--- src/rtl/axil_slave_write_ctrl.sv ---
// AXI4-Lite slave write-path controller: pairs one AW with one W, strobes a register file, returns B.
// Latency: last AW/W handshake in cycle N -> reg_wr_en in N+1 -> BVALID in N+2 (one write per 3 cycles).
// Backpressure: one write outstanding; AWREADY/WREADY stay low until the B handshake, BREADY low holds RESP.
// Optional feature macro: AXIL_ADDR_CHECK_EN (misaligned / out-of-range writes are dropped with SLVERR).
module axil_slave_write_ctrl #(
    parameter int ADDR_W   = 32,
    parameter int DATA_W   = 32,
    parameter int NUM_REGS = 16,
    localparam int STRB_W  = DATA_W / 8,
    localparam int IDX_W   = $clog2(NUM_REGS)
) (
    input  logic              ACLK,
    input  logic              ARESETn,
    input  logic              AWVALID,
    output logic              AWREADY,
    input  logic [ADDR_W-1:0] AWADDR,
    input  logic [2:0]        AWPROT,
    input  logic              WVALID,
    output logic              WREADY,
    input  logic [DATA_W-1:0] WDATA,
    input  logic [STRB_W-1:0] WSTRB,
    output logic              BVALID,
    input  logic              BREADY,
    output logic [1:0]        BRESP,
    output logic              reg_wr_en,
    output logic [IDX_W-1:0]  reg_idx,
    output logic [DATA_W-1:0] reg_wdata,
    output logic [STRB_W-1:0] reg_wstrb,
    output logic [2:0]        reg_prot
);

    localparam logic [1:0] RESP_OKAY   = 2'b00;
    localparam logic [1:0] RESP_SLVERR = 2'b10;

    typedef enum logic [1:0] {
        ST_IDLE  = 2'd0,
        ST_WRITE = 2'd1,
        ST_RESP  = 2'd2
    } state_t;

    state_t             state_q, state_d;
    logic               aw_got_q, aw_got_d;
    logic               w_got_q, w_got_d;
    logic               awready_q, awready_d;
    logic               wready_q, wready_d;
    logic               bvalid_q, bvalid_d;
    logic [1:0]         bresp_q, bresp_d;
    logic [ADDR_W-1:0]  addr_q;
    logic [2:0]         prot_q;
    logic [DATA_W-1:0]  wdata_q;
    logic [STRB_W-1:0]  wstrb_q;
    logic               aw_hs, w_hs, b_hs;
    logic               access_legal;

    assign aw_hs = AWVALID & awready_q;
    assign w_hs  = WVALID & wready_q;
    assign b_hs  = bvalid_q & BREADY;

`ifdef AXIL_ADDR_CHECK_EN
    localparam logic [ADDR_W-1:0] ADDR_LIMIT = ADDR_W'(NUM_REGS * 4);

    // Only word-aligned addresses inside the register window reach the register file.
    assign access_legal = (addr_q[1:0] == 2'b00) && (addr_q < ADDR_LIMIT);
`else
    // Without checking the index simply wraps; the byte offset and upper bits are ignored.
    logic unused_addr_bits;
    assign unused_addr_bits = ^{addr_q[ADDR_W-1:IDX_W+2], addr_q[1:0]};
    assign access_legal     = 1'b1;
`endif

    // Next-state logic: collect both channels, write once, then hold the response.
    always_comb begin
        state_d  = state_q;
        aw_got_d = aw_got_q | aw_hs;
        w_got_d  = w_got_q | w_hs;
        bresp_d  = bresp_q;
        unique case (state_q)
            ST_IDLE: begin
                if (aw_got_d && w_got_d) begin
                    state_d = ST_WRITE;
                end
            end
            ST_WRITE: begin
                state_d = ST_RESP;
                bresp_d = access_legal ? RESP_OKAY : RESP_SLVERR;
            end
            ST_RESP: begin
                if (b_hs) begin
                    state_d  = ST_IDLE;
                    aw_got_d = 1'b0;
                    w_got_d  = 1'b0;
                end
            end
            default: begin
                state_d  = ST_IDLE;
                aw_got_d = 1'b0;
                w_got_d  = 1'b0;
            end
        endcase
        // Ready/valid are registered from the next state so they never depend on inputs combinationally.
        awready_d = (state_d == ST_IDLE) && !aw_got_d;
        wready_d  = (state_d == ST_IDLE) && !w_got_d;
        bvalid_d  = (state_d == ST_RESP);
    end

    // Control state and registered handshake outputs.
    always_ff @(posedge ACLK or negedge ARESETn) begin
        if (!ARESETn) begin
            state_q   <= ST_IDLE;
            aw_got_q  <= 1'b0;
            w_got_q   <= 1'b0;
            awready_q <= 1'b0;
            wready_q  <= 1'b0;
            bvalid_q  <= 1'b0;
            bresp_q   <= RESP_OKAY;
        end else begin
            state_q   <= state_d;
            aw_got_q  <= aw_got_d;
            w_got_q   <= w_got_d;
            awready_q <= awready_d;
            wready_q  <= wready_d;
            bvalid_q  <= bvalid_d;
            bresp_q   <= bresp_d;
        end
    end

    // Payload capture on each channel's handshake; values persist until the next write.
    always_ff @(posedge ACLK or negedge ARESETn) begin
        if (!ARESETn) begin
            addr_q  <= '0;
            prot_q  <= '0;
            wdata_q <= '0;
            wstrb_q <= '0;
        end else begin
            if (aw_hs) begin
                addr_q <= AWADDR;
                prot_q <= AWPROT;
            end
            if (w_hs) begin
                wdata_q <= WDATA;
                wstrb_q <= WSTRB;
            end
        end
    end

    assign AWREADY   = awready_q;
    assign WREADY    = wready_q;
    assign BVALID    = bvalid_q;
    assign BRESP     = bresp_q;
    assign reg_wr_en = (state_q == ST_WRITE) && access_legal;
    assign reg_idx   = addr_q[IDX_W+1:2];
    assign reg_wdata = wdata_q;
    assign reg_wstrb = wstrb_q;
    assign reg_prot  = prot_q;

endmodule

--- config.mk ---
export PLATFORM = sky130hd
export DESIGN_NAME = axil_slave_write_ctrl
export DESIGN_NICKNAME = d
export VERILOG_FILES = /design/src/rtl/axil_slave_write_ctrl.sv
export SDC_FILE = /design/constraint.sdc
export NUM_CORES = 1
export LEC_CHECK = 0
export CORE_MARGIN = 4
export CORE_UTILIZATION = 25
export DETAILED_ROUTE_END_ITERATION = 12
export GPL_TIMING_DRIVEN = 0
export HOLD_SLACK_MARGIN = 0.12
export PLACE_DENSITY_LB_ADDON = 0.08
export SYNTH_ARGS = -nofsm -noshare
export SYNTH_HDL_FRONTEND = slang
export SYNTH_SLANG_ARGS = --single-unit
--- constraint.sdc ---
create_clock -name ACLK -period 1.1 [get_ports ACLK]
set_input_delay 0.11 -clock ACLK [delete_from_list [all_inputs] [get_ports ACLK]]
set_output_delay 0.11 -clock ACLK [all_outputs]
set_load 0.02 [all_outputs]
==> run_results.csv <==
group,metric,value,unit
logic_synthesis,synth-simple-area-share,0.0154,
outcome,status,"finished with violations",
timing,fmax,861,MHz
pwr,clock_power_share,0.119,
floorplan,core_area,0.00781,mm2
clock_network,numCtsBuffers,5,
critical_path,crit_family,"flip-flops",
drt,totalWireLength,4910,um
floorplan,die_width,98.0,um
floorplan,row_count,32,
drt,first_pass_iters,5,
logic_synthesis,synth_xor_area_frac,0,
clock_network,clock_sinks,50,
drt,final_antenna_net_count,0,
pwr,power.density,2810,mW/mm2
clock_network,cts_tree,"built",
logic_synthesis,synth_compound_area_frac,0.0296,
drt,initialDrtViolationCount,19,
floorplan,die_h,98.0,um
critical_path,critical_path_peak_fanout,10,
drt,wl_per_cell,15.0,um
critical_path,critPathRequiredTime,1.28,ns
critical_path,crit_chain,"nand2_8 -> buf_12 -> mux2_4",
pwr,swShare,0.362,
logic_synthesis,muxShareOfSynthArea,0.295,
layout,antenna_cells,0,
outcome,failed_checks,"negative setup slack",
critical_path,r2r_cells,3,
placement,dp_slack,-0.333,ns
timing,finalWorstSetupSlack,-0.0617,ns
timing,slew_violations,0,
pwr,peakVddDrop,0.989,mV
critical_path,path_buf_inv,1,
grt,grt_pass1_wl,8000,um
layout,nNetsFinal,299,
pwr,power.internal,0.00579,W
critical_path,startpoint_type,"flop",
logic_synthesis,synth_top_family_by_area,"multiplexers",
drt,vias,1334,
layout,drive_gt1_frac,0.513,
timing,hold_viol,0,
critical_path,slowest_delay,0.47,ns
pwr,leakagePower,1.52,nW
critical_path,crit_path_end_kind,"flop",
drt,vias_per_cell,4.09,
run,cap_violations,0,
placement,gp_congestion,0.766,
timing,period_needed,1.16,ns
placement,portBuffers,94,
logic_synthesis,synth_ff_type,"dfrtp_1",
timing,finClkSkew,0.00460,ns
grt,antenna_found_initial,0,
clock_network,clockBufferDepth,2,
timing,fin_crit_sh,1.06,
logic_synthesis,ys_warn_count,0,
critical_path,slowest_stage,"dfrtp_2",
layout,syn_to_final_growth,59.4,%
floorplan,dieArea,0.00961,mm2
grt,grt_pass1_vias,1500,
critical_path,crit_cells,3,
critical_path,crit_type,"flop to flop",
pwr,power,0.00907,W
worst_hold_path,min_path_type,"primary input to async pin",
placement,dp_hpwl,3690,um
logic_synthesis,synth_edf_count,0,
drt,drc,0,
logic_synthesis,synthAdderAreaFrac,0,
clock_network,h-tree-depth,2,
logic_synthesis,yosysSeqAreaShare,0.618,
logic_synthesis,ys_types,17,
critical_path,arrival,1.34,ns
grt,grt_max_degree,31,
pwr,pwr-share-comb,0.514,
grt,grt_use_total,0.104,
timing,setup_viol,36,
timing,grt_setup_unrepaired,"true",
pwr,p_sw,0.00328,W
floorplan,ioPinCount,125,
floorplan,start_util,0.259,
clock_network,insertion_delay,0.29,ns
logic_synthesis,synth_seq_cells,50,
logic_synthesis,ys_async_sr_fraction,1.00,
pwr,seq_power_share,0.367,
clock_network,path_clk_slew,0.09,ns
logic_synthesis,postSynthAreaPerCell,17.6,um2
grt,grt_remaining_overflow,0,
logic_synthesis,mappedNetlistArea,0.00203,mm2
logic_synthesis,netlist_instances,115,
clock_network,cts_root_buffer,"clkbuf_8",
-- layout by cell type (no fill, tap or decap), types with 4 or more instances in the layout --
cell type	instances
clkdlybuf4s15_2	25
mux2_4	34
buf_2	12
clkdlybuf4s50_1	46
dfrtp_1	48
buf_12	4
mux2_2	9
buf_4	6
clkbuf_8	6
clkbuf_2	10
a21oi_1	4
-- registers in the layout, summed over array words and instances (netlist names) --
register / flops
aw_got_q: 1
reg_prot: 3
AWREADY: 1
reg_wstrb: 4
reg_wdata: 32
WREADY: 1
addr_q: 4
w_got_q: 1
state_q: 2
BVALID: 1
-- metrics by stage --
stage / setup TNS, ns / util / hold slack, ns / instances / area (um2)
after floorplan: -2.45 / - / -0.186 / 116 / 2040
after global placement: -90.43 / 0.398 / 0.479 / 312 / 3100
after detailed placement: -12.04 / 0.400 / 0.101 / 313 / 3120
after CTS: -2.75 / 0.424 / 0.317 / 324 / 3310
after global routing: -3.66 / 0.413 / 0.341 / 326 / 3230
final: -1.84 / 0.413 / 0.307 / 326 / 3230
-- path summary, 6_finish.rpt --
| check | from | end | slack (ns) |
|---|---|---|---|
| max | WREADY | reg_wstrb[3] | -0.06 |
| min | ARESETn | reg_wdata[9] | 0.31 |
| max reg2reg | WREADY | reg_wstrb[3] | -0.06 |
| min reg2reg | state_q[0] | state_q[0] | 0.51 |
| max in group asynchronous | ARESETn | WREADY | 0.25 |
| min in group ACLK | WDATA[23] | reg_wdata[23] | 0.42 |
-- cell type report --
cell class                 instances  area [um2]
clock inverter                     1        5.00
multi-input combinational         59         742
clock buffer                       7        86.3
timing repair buffer             101         935
tap                              102         128
fill                             741        4580
buffer                             5        75.1
inverter                           1        3.75
sequential                        50        1250
-- timing repair --
item / CTS / global route
hold endpoints to repair: 20 / 0
resized for setup: 146 / 21
pin swaps: 1 / 1
setup endpoints to repair: 82 / 61
setup buffers: 3 / 2
hold buffers: 1 / 0
-- per-layer routing --
metal  vias to the layer above  track usage  share of wire
li1                        612            -              -
met1                       669        0.129           0.40
met2                        51        0.173           0.52
met3                         2       0.0329          0.068
met4                         0       0.0288         0.0055
met5                         -            0              0
-- worst reg2reg max path: stages, from the launching register on --
cell and delay [ns]:
dfrtp_2 0.47, nand2_8 0.12, buf_12 0.16, mux2_4 0.31
-- Yosys cell counts, types with 2 or more instances --
cell / instances / area share
a21oi_1: 4 / 0.0099
a22o_1: 2 / 0.0086
buf_12: 3 / 0.030
buf_4: 2 / 0.0074
dfrtp_1: 50 / 0.62
mux2_2: 13 / 0.072
mux2_4: 30 / 0.22
o21bai_1: 2 / 0.0074
-- cell families after synthesis --
group                  Yosys count
AND/OR/NAND/NOR                  5
flip-flops                      50
multiplexers                    43
AO/OA/AOI/OAI                    9
other                            1
buffers and inverters            7
-- power groups by stage --
stage | clock (W) | combinational (W) | sequential, W
after global routing | 0.00123 | 0.00494 | 0.00345
after floorplan | 0 | 0.00172 | 0.00433
after detailed placement | 0 | 0.00508 | 0.00331
after CTS | 0.00115 | 0.00490 | 0.00334
after global placement | 0 | 0.00503 | 0.00327
final | 0.00108 | 0.00466 | 0.00333
No activity file was read; power rests on OpenSTA's default activity.
